`config.mk`:
```
export PLATFORM = sky130hd
export DESIGN_NAME = project_select_ctrl_flat
export DESIGN_NICKNAME = d
export VERILOG_FILES = /design/src/rtl/project_select_pkg.sv /design/src/rtl/project_select_ctrl_if.sv /design/src/rtl/pad_debounce.sv /design/src/rtl/project_select_ctrl.sv /design/src/flat_wrapper.sv
export SDC_FILE = /design/constraint.sdc
export NUM_CORES = 1
export LEC_CHECK = 0
export BUFFER_PORTS_ARGS = -buffer_cell sky130_fd_sc_hd__buf_2
export CAP_MARGIN = 20
export CORE_MARGIN = 4
export CORE_UTILIZATION = 35
export DETAILED_ROUTE_END_ITERATION = 8
export GPL_TIMING_DRIVEN = 0
export PLACE_DENSITY = 0.75
export SYNTH_ARGS = -nofsm -noshare
export SYNTH_HDL_FRONTEND = slang
export SYNTH_SLANG_ARGS = --single-unit
```
`constraint.sdc`:
```
create_clock -name wb_clk_i -period 1.8 [get_ports wb_clk_i]
set_input_delay 0.27 -clock wb_clk_i [delete_from_list [all_inputs] [get_ports wb_clk_i]]
set_output_delay 0.27 -clock wb_clk_i [all_outputs]
set_load 0.02 [all_outputs]
```
`src/rtl/project_select_pkg.sv`:
```
// Shared definitions for the project select controller: switch FSM
// encoding, select register field offsets and the default register address.
package project_select_pkg;

    localparam logic [31:0] CFG_ADDRESS_DEFAULT = 32'h300F_FFFC;

    // Select register layout (read and write share the low fields).
    localparam int CFG_LSB    = 0;   // sw_sel on write, configuration_o on read
    localparam int MODE_BIT   = 8;   // sw_mode
    localparam int TARGET_LSB = 16;  // current target (read only)
    localparam int BUSY_BIT   = 31;  // switch in progress (read only)

    // Width of the hold/debounce counters; both parameters are limited to 1..255.
    localparam int HOLD_W = 8;

    typedef enum logic [1:0] {
        ST_RUN     = 2'd0,
        ST_RST_OLD = 2'd1,
        ST_GATE    = 2'd2,
        ST_RST_NEW = 2'd3
    } switch_state_e;

endpackage

```
`src/rtl/project_select_ctrl_if.sv`:
```
// Wishbone slave bus carrying accesses to the project select register.
interface project_select_ctrl_if;

    logic        wbs_stb_i;
    logic        wbs_cyc_i;
    logic        wbs_we_i;
    logic [3:0]  wbs_sel_i;
    logic [31:0] wbs_dat_i;
    logic [31:0] wbs_adr_i;
    logic        wbs_ack_o;
    logic [31:0] wbs_dat_o;

    modport master (
        output wbs_stb_i, wbs_cyc_i, wbs_we_i, wbs_sel_i, wbs_dat_i, wbs_adr_i,
        input  wbs_ack_o, wbs_dat_o
    );

    modport slave (
        input  wbs_stb_i, wbs_cyc_i, wbs_we_i, wbs_sel_i, wbs_dat_i, wbs_adr_i,
        output wbs_ack_o, wbs_dat_o
    );

endinterface

```
`src/rtl/pad_debounce.sv`:
```
// Two-flop synchronizer followed by a stability filter: a new pad value is
// forwarded to pad_req only once it has been seen DEBOUNCE cycles in a row.
module pad_debounce #(
    parameter int WIDTH    = 2,
    parameter int DEBOUNCE = 4
) (
    input  logic             clk,
    input  logic             rst,
    input  logic [WIDTH-1:0] pad,
    output logic [WIDTH-1:0] pad_req
);

    localparam logic [7:0] CNT_MAX = 8'(DEBOUNCE);

    logic [WIDTH-1:0] sync_1;
    logic [WIDTH-1:0] sync_2;
    logic [WIDTH-1:0] last_val;
    logic [7:0]       stable_cnt;

    // Synchronize the pad, count how long the synced value has held, publish when stable.
    // NOTE: non-blocking assignments let every flop sample its pre-edge input; blocking ones would collapse the synchronizer into a single stage.
    always_ff @(posedge clk) begin
        if (rst) begin
            sync_1     <= '0;
            sync_2     <= '0;
            last_val   <= '0;
            stable_cnt <= '0;
            pad_req    <= '0;
        end else begin
            sync_1 <= pad;
            sync_2 <= sync_1;
            if (sync_2 != last_val) begin
                last_val   <= sync_2;
                stable_cnt <= 8'd1;
            end else if (stable_cnt != CNT_MAX) begin
                stable_cnt <= stable_cnt + 8'd1;
            end
            if (stable_cnt == CNT_MAX) begin
                pad_req <= last_val;
            end
        end
    end

endmodule

```
`src/rtl/project_select_ctrl.sv`:
```
// Project select controller: a Wishbone select register plus a debounced pad
// request choose the active user project; every change is wrapped in a
// reset / clock-gate / reset sequence so projects never see a glitchy switch.
module project_select_ctrl
    import project_select_pkg::*;
#(
    parameter logic [31:0] CFG_ADDRESS   = CFG_ADDRESS_DEFAULT,
    parameter int          USER_PROJECTS = 4,
    parameter int          CFG_BITS      = 2,
    parameter int          SWITCH_HOLD   = 8,
    parameter int          DEBOUNCE      = 4
) (
    input  logic                wb_clk_i,
    input  logic                wb_rst_i,
    project_select_ctrl_if.slave wbs,
    input  logic [CFG_BITS-1:0] cfg_pad_i,
    output logic [CFG_BITS-1:0] configuration_o,
    output logic                proj_clk_en_o,
    output logic                proj_rst_o,
    output logic                cfg_hit_o,
    output logic                switch_busy_o
);

    localparam logic [HOLD_W-1:0] HOLD_LOAD = HOLD_W'(SWITCH_HOLD);
    localparam logic [31:0]       NUM_PROJ  = 32'(USER_PROJECTS);

    logic [CFG_BITS-1:0] pad_req;
    logic [CFG_BITS-1:0] sw_sel;
    logic                sw_mode;
    logic [CFG_BITS-1:0] target;
    logic [CFG_BITS-1:0] pending_cfg;
    logic [HOLD_W-1:0]   hold_cnt;
    switch_state_e       state;
    logic                access;
    logic [31:0]         rd_data;
    logic                unused_wb_bits;

    function automatic logic in_range(input logic [CFG_BITS-1:0] idx);
        return 32'(idx) < NUM_PROJ;
    endfunction

    pad_debounce #(
        .WIDTH    (CFG_BITS),
        .DEBOUNCE (DEBOUNCE)
    ) u_pad_debounce (
        .clk     (wb_clk_i),
        .rst     (wb_rst_i),
        .pad     (cfg_pad_i),
        .pad_req (pad_req)
    );

    // A hit stays asserted through the ack cycle; only its first cycle is an access.
    assign cfg_hit_o = wbs.wbs_cyc_i & wbs.wbs_stb_i & (wbs.wbs_adr_i == CFG_ADDRESS);
    assign access    = cfg_hit_o & ~wbs.wbs_ack_o;
    assign target    = sw_mode ? sw_sel : pad_req;

    // Only part of the write data and byte enables carry register fields.
    assign unused_wb_bits = ^{wbs.wbs_dat_i, wbs.wbs_sel_i[3:2]};

    // Assemble the read view of the select register.
    // NOTE: rd_data is given a full default first, so no branch can leave it unassigned and infer a latch.
    always_comb begin
        rd_data                          = '0;
        rd_data[CFG_LSB +: CFG_BITS]     = configuration_o;
        rd_data[MODE_BIT]                = sw_mode;
        rd_data[TARGET_LSB +: CFG_BITS]  = target;
        rd_data[BUSY_BIT]                = switch_busy_o;
    end

    // Wishbone register: single-cycle ack, read data only while acking, byte-lane field writes.
    always_ff @(posedge wb_clk_i) begin
        if (wb_rst_i) begin
            wbs.wbs_ack_o <= 1'b0;
            wbs.wbs_dat_o <= '0;
            sw_sel        <= '0;
            sw_mode       <= 1'b0;
        end else begin
            wbs.wbs_ack_o <= access;
            wbs.wbs_dat_o <= (access && !wbs.wbs_we_i) ? rd_data : '0;
            if (access && wbs.wbs_we_i) begin
                // Out-of-range project numbers leave sw_sel untouched; the write is still acked.
                if (wbs.wbs_sel_i[0] && in_range(wbs.wbs_dat_i[CFG_LSB +: CFG_BITS])) begin
                    sw_sel <= wbs.wbs_dat_i[CFG_LSB +: CFG_BITS];
                end
                if (wbs.wbs_sel_i[1]) begin
                    sw_mode <= wbs.wbs_dat_i[MODE_BIT];
                end
            end
        end
    end

    // Switch sequencer: hold old project in reset, gate the clock for one cycle
    // while the mux select moves, then hold the new project in reset.
    always_ff @(posedge wb_clk_i) begin
        if (wb_rst_i) begin
            state           <= ST_RST_NEW;
            hold_cnt        <= HOLD_LOAD;
            configuration_o <= '0;
            pending_cfg     <= '0;
            proj_clk_en_o   <= 1'b1;
            proj_rst_o      <= 1'b1;
            switch_busy_o   <= 1'b1;
        end else begin
            case (state)
                ST_RUN: begin
                    // The target is captured here; later edits wait for the next return to RUN.
                    if (target != configuration_o && in_range(target)) begin
                        state         <= ST_RST_OLD;
                        hold_cnt      <= HOLD_LOAD;
                        pending_cfg   <= target;
                        proj_rst_o    <= 1'b1;
                        switch_busy_o <= 1'b1;
                    end
                end
                ST_RST_OLD: begin
                    if (hold_cnt == HOLD_W'(1)) begin
                        // Outputs are registered, so the new select becomes visible
                        // exactly in the gated cycle.
                        state           <= ST_GATE;
                        proj_clk_en_o   <= 1'b0;
                        configuration_o <= pending_cfg;
                    end else begin
                        hold_cnt <= hold_cnt - HOLD_W'(1);
                    end
                end
                ST_GATE: begin
                    state         <= ST_RST_NEW;
                    hold_cnt      <= HOLD_LOAD;
                    proj_clk_en_o <= 1'b1;
                end
                ST_RST_NEW: begin
                    if (hold_cnt == HOLD_W'(1)) begin
                        state         <= ST_RUN;
                        proj_rst_o    <= 1'b0;
                        switch_busy_o <= 1'b0;
                    end else begin
                        hold_cnt <= hold_cnt - HOLD_W'(1);
                    end
                end
                default: begin
                    state    <= ST_RST_NEW;
                    hold_cnt <= HOLD_LOAD;
                end
            endcase
        end
    end

endmodule

```
`src/flat_wrapper.sv`:
```
// flat-port wrapper written by rule: the top's interface ports become plain ports
module project_select_ctrl_flat import project_select_pkg::*;
#(
    parameter logic [31:0] CFG_ADDRESS   = CFG_ADDRESS_DEFAULT,
    parameter int          USER_PROJECTS = 4,
    parameter int          CFG_BITS      = 2,
    parameter int          SWITCH_HOLD   = 8,
    parameter int          DEBOUNCE      = 4
)
  (wb_clk_i, wb_rst_i, cfg_pad_i, configuration_o, proj_clk_en_o, proj_rst_o, cfg_hit_o, switch_busy_o, wbs_wbs_stb_i, wbs_wbs_cyc_i, wbs_wbs_we_i, wbs_wbs_sel_i, wbs_wbs_dat_i, wbs_wbs_adr_i, wbs_wbs_ack_o, wbs_wbs_dat_o);
  project_select_ctrl_if wbs_i ();
  input  logic wb_clk_i;
  input  logic wb_rst_i;
  input  logic [CFG_BITS-1:0] cfg_pad_i;
  output logic [CFG_BITS-1:0] configuration_o;
  output logic proj_clk_en_o;
  output logic proj_rst_o;
  output logic cfg_hit_o;
  output logic switch_busy_o;
  input wire logic [$bits(wbs_i.wbs_stb_i)-1:0] wbs_wbs_stb_i;
  input wire logic [$bits(wbs_i.wbs_cyc_i)-1:0] wbs_wbs_cyc_i;
  input wire logic [$bits(wbs_i.wbs_we_i)-1:0] wbs_wbs_we_i;
  input wire logic [$bits(wbs_i.wbs_sel_i)-1:0] wbs_wbs_sel_i;
  input wire logic [$bits(wbs_i.wbs_dat_i)-1:0] wbs_wbs_dat_i;
  input wire logic [$bits(wbs_i.wbs_adr_i)-1:0] wbs_wbs_adr_i;
  output wire logic [$bits(wbs_i.wbs_ack_o)-1:0] wbs_wbs_ack_o;
  output wire logic [$bits(wbs_i.wbs_dat_o)-1:0] wbs_wbs_dat_o;
  assign wbs_i.wbs_stb_i = wbs_wbs_stb_i;
  assign wbs_i.wbs_cyc_i = wbs_wbs_cyc_i;
  assign wbs_i.wbs_we_i = wbs_wbs_we_i;
  assign wbs_i.wbs_sel_i = wbs_wbs_sel_i;
  assign wbs_i.wbs_dat_i = wbs_wbs_dat_i;
  assign wbs_i.wbs_adr_i = wbs_wbs_adr_i;
  assign wbs_wbs_ack_o = wbs_i.wbs_ack_o;
  assign wbs_wbs_dat_o = wbs_i.wbs_dat_o;
  project_select_ctrl #(.CFG_ADDRESS(CFG_ADDRESS), .USER_PROJECTS(USER_PROJECTS), .CFG_BITS(CFG_BITS), .SWITCH_HOLD(SWITCH_HOLD), .DEBOUNCE(DEBOUNCE)) u_core (.wb_clk_i(wb_clk_i), .wb_rst_i(wb_rst_i), .wbs(wbs_i), .cfg_pad_i(cfg_pad_i), .configuration_o(configuration_o), .proj_clk_en_o(proj_clk_en_o), .proj_rst_o(proj_rst_o), .cfg_hit_o(cfg_hit_o), .switch_busy_o(switch_busy_o));
endmodule
```
==> impl_metrics.env, run 1 <==
export IMPL_status="finished with violations"
export IMPL_violations="negative setup slack"
export IMPL_drc=0
export IMPL_finish_utilization_pct=50.50
export IMPL_slew_headroom_pct=65.23
export IMPL_fin_cells=429
export IMPL_finalInstanceArea_um2=3025
export IMPL_netSwitchingFraction_pct=35.09
export IMPL_startpoint_type="flip-flop"
export IMPL_multi_input_area_um2=1321
export IMPL_timing_final_crit_period_ns=1.841
export IMPL_track_usage_pct=13.32
export IMPL_slew_viol_final=0
export IMPL_p_leak_uw=0.001380
export IMPL_tritoncts="done"
export IMPL_switching_power_uw=1048
export IMPL_fp_dieH_um=87.25
export IMPL_r2r_start="u_core.hold_cnt[1]"
export IMPL_post_place_cells=404
export IMPL_gp_congestion=0.7897
export IMPL_cts_inserted_buffers=5
export IMPL_yosysUniqueCellTypes=45
export IMPL_path_clk_slew_ns=0.08
export IMPL_routedWlPerCell_um=11.94
export IMPL_critPathBufInv=1
export IMPL_cts_buffer_depth=2
export IMPL_period_share_pct=102.3
export IMPL_ys_seq_area_share_pct=38.25
export IMPL_synth_area_leaders="dfxtp_1 38%, buf_4 9.2%, nor2_1 4.8%"
export IMPL_synth_top_cell_area_share_pct=38.25
export IMPL_postRouteAntennaNets=0
export IMPL_crit_chain="inv_2 -> ha_4 -> or3b_4 -> or2_4 -> o31a_1 -> or3_1"
export IMPL_yosysTopAreaCell="dfxtp_1"
export IMPL_setup_ws_ns=-0.04094
export IMPL_cp_end_kind="flip-flop"
export IMPL_core_um2=5991
export IMPL_postSynthAreaPerCell_um2=8.864
export IMPL_async_reset_ff_share_pct=0
export IMPL_syn_cell_area_um2=2198
export IMPL_hold_path_end="u_core.u_pad_debounce.sync_1[1]"
export IMPL_slowest_stage="or3b_4"
export IMPL_tns_ns=-0.04094
export IMPL_p_seq_share_pct=38.7
export IMPL_yosys_warnings=0
export IMPL_dieArea_um2=7613
export IMPL_port_buffers=56
export IMPL_wirelength_um=5123
export IMPL_worstPathArrival_ns=2.03
export IMPL_antenna_found_initial=1
export IMPL_h_tree_depth=2
export IMPL_synthFlopType="dfxtp_1"
export IMPL_cpLargestDelayFamily="simple AND/OR/NAND/NOR gates"
export IMPL_insertion_delay_ns=0.30
export IMPL_drt_iter0_markers=85
export IMPL_synth_edf_count=0
export IMPL_whs_path_depth=2
export IMPL_powerDensity_nw_per_um2=987.3
export IMPL_power_total_uw=2987
export IMPL_num_rows=28
export IMPL_fillers=548
export IMPL_worstHoldStart="cfg_pad_i[1]"
export IMPL_gr_total_overflow=0
export IMPL_regArea_um2=859.6
export IMPL_pin_count=114
export IMPL_post_drt_via_cell_ratio=4.492
export IMPL_start_util_pct=36.70
export IMPL_fin_worst_skew_ns=0.004797
export IMPL_clkPwrFrac_pct=21.5
export IMPL_placed_area_um2=2674
export IMPL_hold_class="in -> reg"
export IMPL_reg2regPathDepth=6
export IMPL_num_nets_final=436
export IMPL_critical_path_class="reg -> reg"
export IMPL_worst_pin_slew_ns=0.5169
export IMPL_clock_sinks=42
export IMPL_dpl_hpwl_um=3643
export IMPL_num_vias=1927
export IMPL_combPwrFrac_pct=39.8
export IMPL_grt_pass1_vias=1819
export IMPL_maxCapViolations=0
export IMPL_firstDrtPassIters=5
export IMPL_fmax_mhz=543.2
export IMPL_n_antenna_cell=0
export IMPL_required_ns=1.99
export IMPL_p_int_uw=1939
export IMPL_ys_seq_elements=42
export IMPL_clockRootBuffer="clkbuf_8"
export IMPL_setup_viol=1
export IMPL_worst_ir_drop_vdd_mv=0.4297
export IMPL_syn_inst=248
export IMPL_die_x_um=87.25
export IMPL_hold_violations=0
export IMPL_r2r_end="u_core.proj_rst_o"
export IMPL_r2r_slack_ns=-0.04
export IMPL_grt_pass1_wl_um=8079
export IMPL_area_growth_syn_to_layout_pct=37.62
export IMPL_worstPathMaxFanout=4
export IMPL_drive_above_1_share_pct=40.40
export IMPL_rsz0062_at_grt="yes"
export IMPL_slowest_delay_ns=0.40
export IMPL_grt_max_degree=14
-- layer usage --
| metal | share of wire (%) | track usage, % |
|---|---|---|
| met4 | 1.8 | 5.300 |
| met5 | 0.25 | 0 |
| met1 | 42 | 14.80 |
| met2 | 51 | 23.77 |
| met3 | 5.6 | 3.690 |
-- cell usage in the layout, fill, tap and decap left out, drive strengths merged, types with 2 or more instances in the layout --
| cell type | Yosys | routed |
|---|---|---|
| nand2 | 14 | 14 |
| o21bai | 3 | 3 |
| nor3 | 6 | 6 |
| nor2b | 7 | 7 |
| a21o | 5 | 5 |
| xnor2 | 5 | 5 |
| a211oi | 3 | 3 |
| and2 | 5 | 5 |
| dfxtp | 42 | 42 |
| nand3 | 10 | 10 |
| nand4 | 3 | 3 |
| o21ai | 2 | 2 |
| xor2 | 9 | 9 |
| inv | 9 | 9 |
| buf | 27 | 100 |
| and3 | 2 | 2 |
| a21oi | 15 | 15 |
| ha | 8 | 8 |
| nor4 | 5 | 5 |
| nand4b | 2 | 2 |
| or3 | 4 | 4 |
| nand2b | 7 | 7 |
| nor2 | 28 | 28 |
| mux2i | 9 | 9 |
| nand4bb | 2 | 2 |
| or4 | 2 | 2 |
| conb | 1 | 26 |
| clkbuf | 3 | 9 |
-- registers in the layout, indices dropped and copies added, names as in the netlist --
register / cells
u_core.hold_cnt: 8
u_core.u_pad_debounce.stable_cnt: 8
u_core.wbs.wbs_dat_o: 6
u_core.configuration_o: 2
u_core.pending_cfg: 2
u_core.state: 2
u_core.sw_sel: 2
u_core.u_pad_debounce.last_val: 2
u_core.u_pad_debounce.pad_req: 2
u_core.u_pad_debounce.sync_1: 2
u_core.u_pad_debounce.sync_2: 2
u_core.proj_clk_en_o: 1
u_core.proj_rst_o: 1
u_core.sw_mode: 1
u_core.wbs.wbs_ack_o: 1
-- Yosys cell counts (2+ instances only) --
cell type / number
nand2b_1: 7
nand4bb_1: 2
nor2b_1: 7
ha_1: 8
o21bai_1: 3
and2_1: 3
nand2_1: 14
nand4_1: 3
dfxtp_1: 42
clkbuf_1: 3
buf_4: 27
xor2_1: 8
a21o_1: 4
mux2i_2: 2
nor4_1: 5
and3_1: 2
nand4b_1: 2
xnor2_1: 5
inv_1: 9
nand3_1: 10
mux2i_1: 6
and2_2: 2
a21oi_1: 15
nor3_1: 6
a211oi_1: 2
nor2_1: 28
o21ai_0: 2
or3_1: 4
-- power groups by stage --
stage / logic (µW) / registers, µW / clock network [µW]
floorplan: 692 / 1140 / 0
global placement: 838 / 1150 / 0
detailed placement: 870 / 1160 / 0
CTS: 1060 / 1140 / 657
global route: 1300 / 1170 / 699
finish: 1190 / 1160 / 643
-- cell families after synthesis --
kind of cell,after synthesis,share of synthesized area [%]
and+or+nand+nor,102,24.82
DFF,42,38.25
buffers and inverters,39,11.27
AOI/OAI and AO/OA,33,10.02
xor gates and xnor gates,14,5.919
muxes,9,5.009
adders and majority gates,8,4.553
other,1,0.1706
-- per-stage QoR --
| stage | worst slack [ns] | hold slack [ns] |
|---|---|---|
| 4_1_cts | -0.01500 | 0.1764 |
| 3_5_place_dp | -0.2353 | 0.4291 |
| 5_1_grt | -0.07952 | 0.1778 |
| 6_report | -0.04094 | 0.1818 |
| 3_3_place_gp | -0.1577 | 0.4177 |
| 2_1_floorplan | 0.02186 | 0.3982 |
-- worst max-delay path by stage --
stage          cells after the start                 end          startpoint
5_1_grt                            6   u_core.proj_rst_o  u_core.hold_cnt[1]
2_1_floorplan                      4   u_core.proj_rst_o  u_core.hold_cnt[2]
4_1_cts                            6   u_core.proj_rst_o  u_core.hold_cnt[1]
6_report                           6   u_core.proj_rst_o  u_core.hold_cnt[1]
3_5_place_dp                       7  u_core.hold_cnt[7]     u_core.state[0]
3_3_place_gp                       7  u_core.hold_cnt[2]     u_core.state[0]
-- what timing repair did --
action,in CTS,in global routing
buffers inserted,10,7
endpoints found under the setup margin,10,15
gates resized for setup,20,13
hold buffers,0,0
pin swaps,2,4
-- worst register-to-register path, cell delays in order, from the launching register on --
cell     delay (ns)
dfxtp_2        0.33
inv_2          0.07
ha_4           0.12
or3b_4         0.40
or2_4          0.28
o31a_1         0.24
or3_1          0.29
-- cell type report --
type / instances / area share [%]
multi-input cells: 192 / 43.67
flip-flops and latches: 42 / 28.41
repair buffers: 73 / 13.48
plain buffers: 30 / 7.072
well taps: 75 / 3.102
clock buffers: 6 / 2.730
inverters: 9 / 1.117
clock inverters: 2 / 0.4136
Note: power is estimated with default switching activity, not from simulation.
==> inputs of run 2 (changes only) <==
CORE_UTILIZATION = 41   (was 35)
PLACE_DENSITY = 0.84   (was 0.75)
RECOVER_POWER = 50   (was not set)
==> run 2 against run 1 <==
Against the previous run: the flow still finishes with violations (negative setup slack); hold slack better by 0.0015 ns; combinational power is 5% lower; sequential cell count stayed put; utilization is 6.7 points higher; largest cell class unchanged.
==> impl_metrics.env, run 2 (same netlist as run 1, synthesis figures left out) <==
export IMPL_status="finished with violations"
export IMPL_violations="negative setup slack"
export IMPL_worst_pin_slew_ns=0.5398
export IMPL_fmax_mhz=542.9
export IMPL_hold_class="in -> reg"
export IMPL_wirelength_um=5102
export IMPL_setup_viol=3
export IMPL_required_ns=1.99
export IMPL_grt_max_degree=13
export IMPL_dieArea_um2=6598
export IMPL_worstPathArrival_ns=2.03
export IMPL_core_um2=5140
export IMPL_start_util_pct=42.77
export IMPL_rsz0062_at_grt="yes"
export IMPL_maxCapViolations=0
export IMPL_timing_final_crit_period_ns=1.842
export IMPL_multi_input_area_um2=1289
export IMPL_pin_count=114
export IMPL_area_growth_syn_to_layout_pct=33.75
export IMPL_path_clk_slew_ns=0.08
export IMPL_hold_violations=0
export IMPL_slew_viol_final=0
export IMPL_h_tree_depth=2
export IMPL_largestRegisters="u_core.hold_cnt (8), u_core.u_pad_debounce.stable_cnt (8), u_core.wbs.wbs_dat_o (6)"
export IMPL_postRouteAntennaNets=0
export IMPL_cp_end_kind="flip-flop"
export IMPL_die_x_um=81.23
export IMPL_p_leak_uw=0.001322
export IMPL_drive_above_1_share_pct=34.20
export IMPL_worst_ir_drop_vdd_mv=0.4184
export IMPL_grt_pass1_wl_um=8093
export IMPL_routedWlPerCell_um=12.21
export IMPL_fillers=448
export IMPL_power_total_uw=2981
export IMPL_final_common_cell="buf_2"
export IMPL_tritoncts="done"
export IMPL_drc=0
export IMPL_r2r_slack_ns=-0.04
export IMPL_reg2regPathDepth=4
export IMPL_whs_path_depth=2
export IMPL_slew_headroom_pct=63.68
export IMPL_gr_total_overflow=0
export IMPL_antenna_found_initial=0
export IMPL_final_cell_mix="44 x buf_2, 38 x buf_4, 34 x dfxtp_1"
export IMPL_drt_iter0_markers=94
export IMPL_clockRootBuffer="clkbuf_8"
export IMPL_grt_pass1_vias=1839
export IMPL_num_rows=26
export IMPL_regArea_um2=858.3
export IMPL_n_antenna_cell=0
export IMPL_period_share_pct=102.3
export IMPL_track_usage_pct=15.83
export IMPL_fin_worst_skew_ns=0.008869
export IMPL_clock_sinks=42
export IMPL_insertion_delay_ns=0.30
export IMPL_hold_path_end="u_core.u_pad_debounce.sync_1[1]"
export IMPL_critical_path_class="reg -> reg"
export IMPL_firstDrtPassIters=4
export IMPL_num_nets_final=430
export IMPL_setup_ws_ns=-0.04187
export IMPL_dpl_hpwl_um=3635
export IMPL_r2r_start="u_core.hold_cnt[3]"
export IMPL_cts_buffer_depth=2
export IMPL_ctsHoldBuffers=0
export IMPL_num_vias=1921
export IMPL_r2r_end="u_core.proj_rst_o"
export IMPL_startpoint_type="flip-flop"
export IMPL_gp_congestion=0.8186
export IMPL_worstHoldStart="cfg_pad_i[1]"
export IMPL_cts_inserted_buffers=5
export IMPL_finish_utilization_pct=57.21
export IMPL_post_drt_via_cell_ratio=4.596
export IMPL_powerDensity_nw_per_um2=1014
export IMPL_port_buffers=56
export IMPL_worstPathMaxFanout=5
export IMPL_fp_dieH_um=81.23
export IMPL_critPathLaunch="u_core.hold_cnt[3]"
==> run 2: changes by cell type in the layout (fill, tap and decap cells not counted), moves of 2 or more <==
cell and delta:
buf_2 -12, clkbuf_1 +12, buf_4 -6, a21oi_1 +2, clkbuf_8 +2, dfxtp_2 +2, inv_1 +2, inv_2 -2
==> run 2: per-layer routing <==
layer,routed length [µm],global-route usage (%)
met4,119,6.588
met2,2691,29.39
met3,263,3.548
met5,0,0
met1,2028,17.15
==> run 2: timing repair <==
action | in CTS | in global routing
setup endpoints to repair | 10 | 13
buffers inserted | 8 | 3
endpoints found under the hold margin | 0 | 0
resized for setup | 16 | 8
pin swaps | 2 | 6
==> run 2: where the power goes <==
part | switching (µW) | leakage [µW] | total, µW | internal (µW)
logic | 601 | 0.000921 | 1130 | 530
clock network | 317 | 0.0000575 | 704 | 387
registers | 94.5 | 0.000344 | 1150 | 1050
==> run 2: worst max-delay path by stage <==
stage | cells past startpoint | endpoint | slack (ns)
floorplan | 4 | u_core.proj_rst_o | 0.02
global placement | 7 | u_core.hold_cnt[4] | -0.12
detailed placement | 7 | u_core.hold_cnt[6] | -0.17
CTS | 6 | u_core.proj_rst_o | -0.02
global route | 7 | u_core.proj_rst_o | -0.09
finish | 4 | u_core.proj_rst_o | -0.04
==> run 2: worst max-delay path, stage by stage (launching register included) <==
cell and delay [ns]:
dfxtp_4 0.37, or4_4 0.55, or2_4 0.29, o31a_1 0.23, or3_1 0.29
==> run 2: through the flow <==
stage	area, µm²	hold WS [ns]	TNS (ns)	cells	setup WS [ns]
floorplan	2300	0.3982	0	273	0.02186
global placement	2668	0.4200	-1.048	399	-0.1225
detailed placement	2668	0.4220	-1.707	399	-0.1732
CTS	2903	0.1763	-0.02850	415	-0.01506
global route	2940	0.1759	-0.3845	418	-0.08827
finish	2940	0.1833	-0.09345	418	-0.04187
==> run 2: area by class of cell <==
type                    count  share of cell area [%]
multi-input cells         192                   43.83
flip-flops and latches     42                   29.19
repair buffers             67                   11.83
plain buffers              30                   7.277
clock buffers               8                   3.745
well taps                  70                   2.979
inverters                   9                   1.149
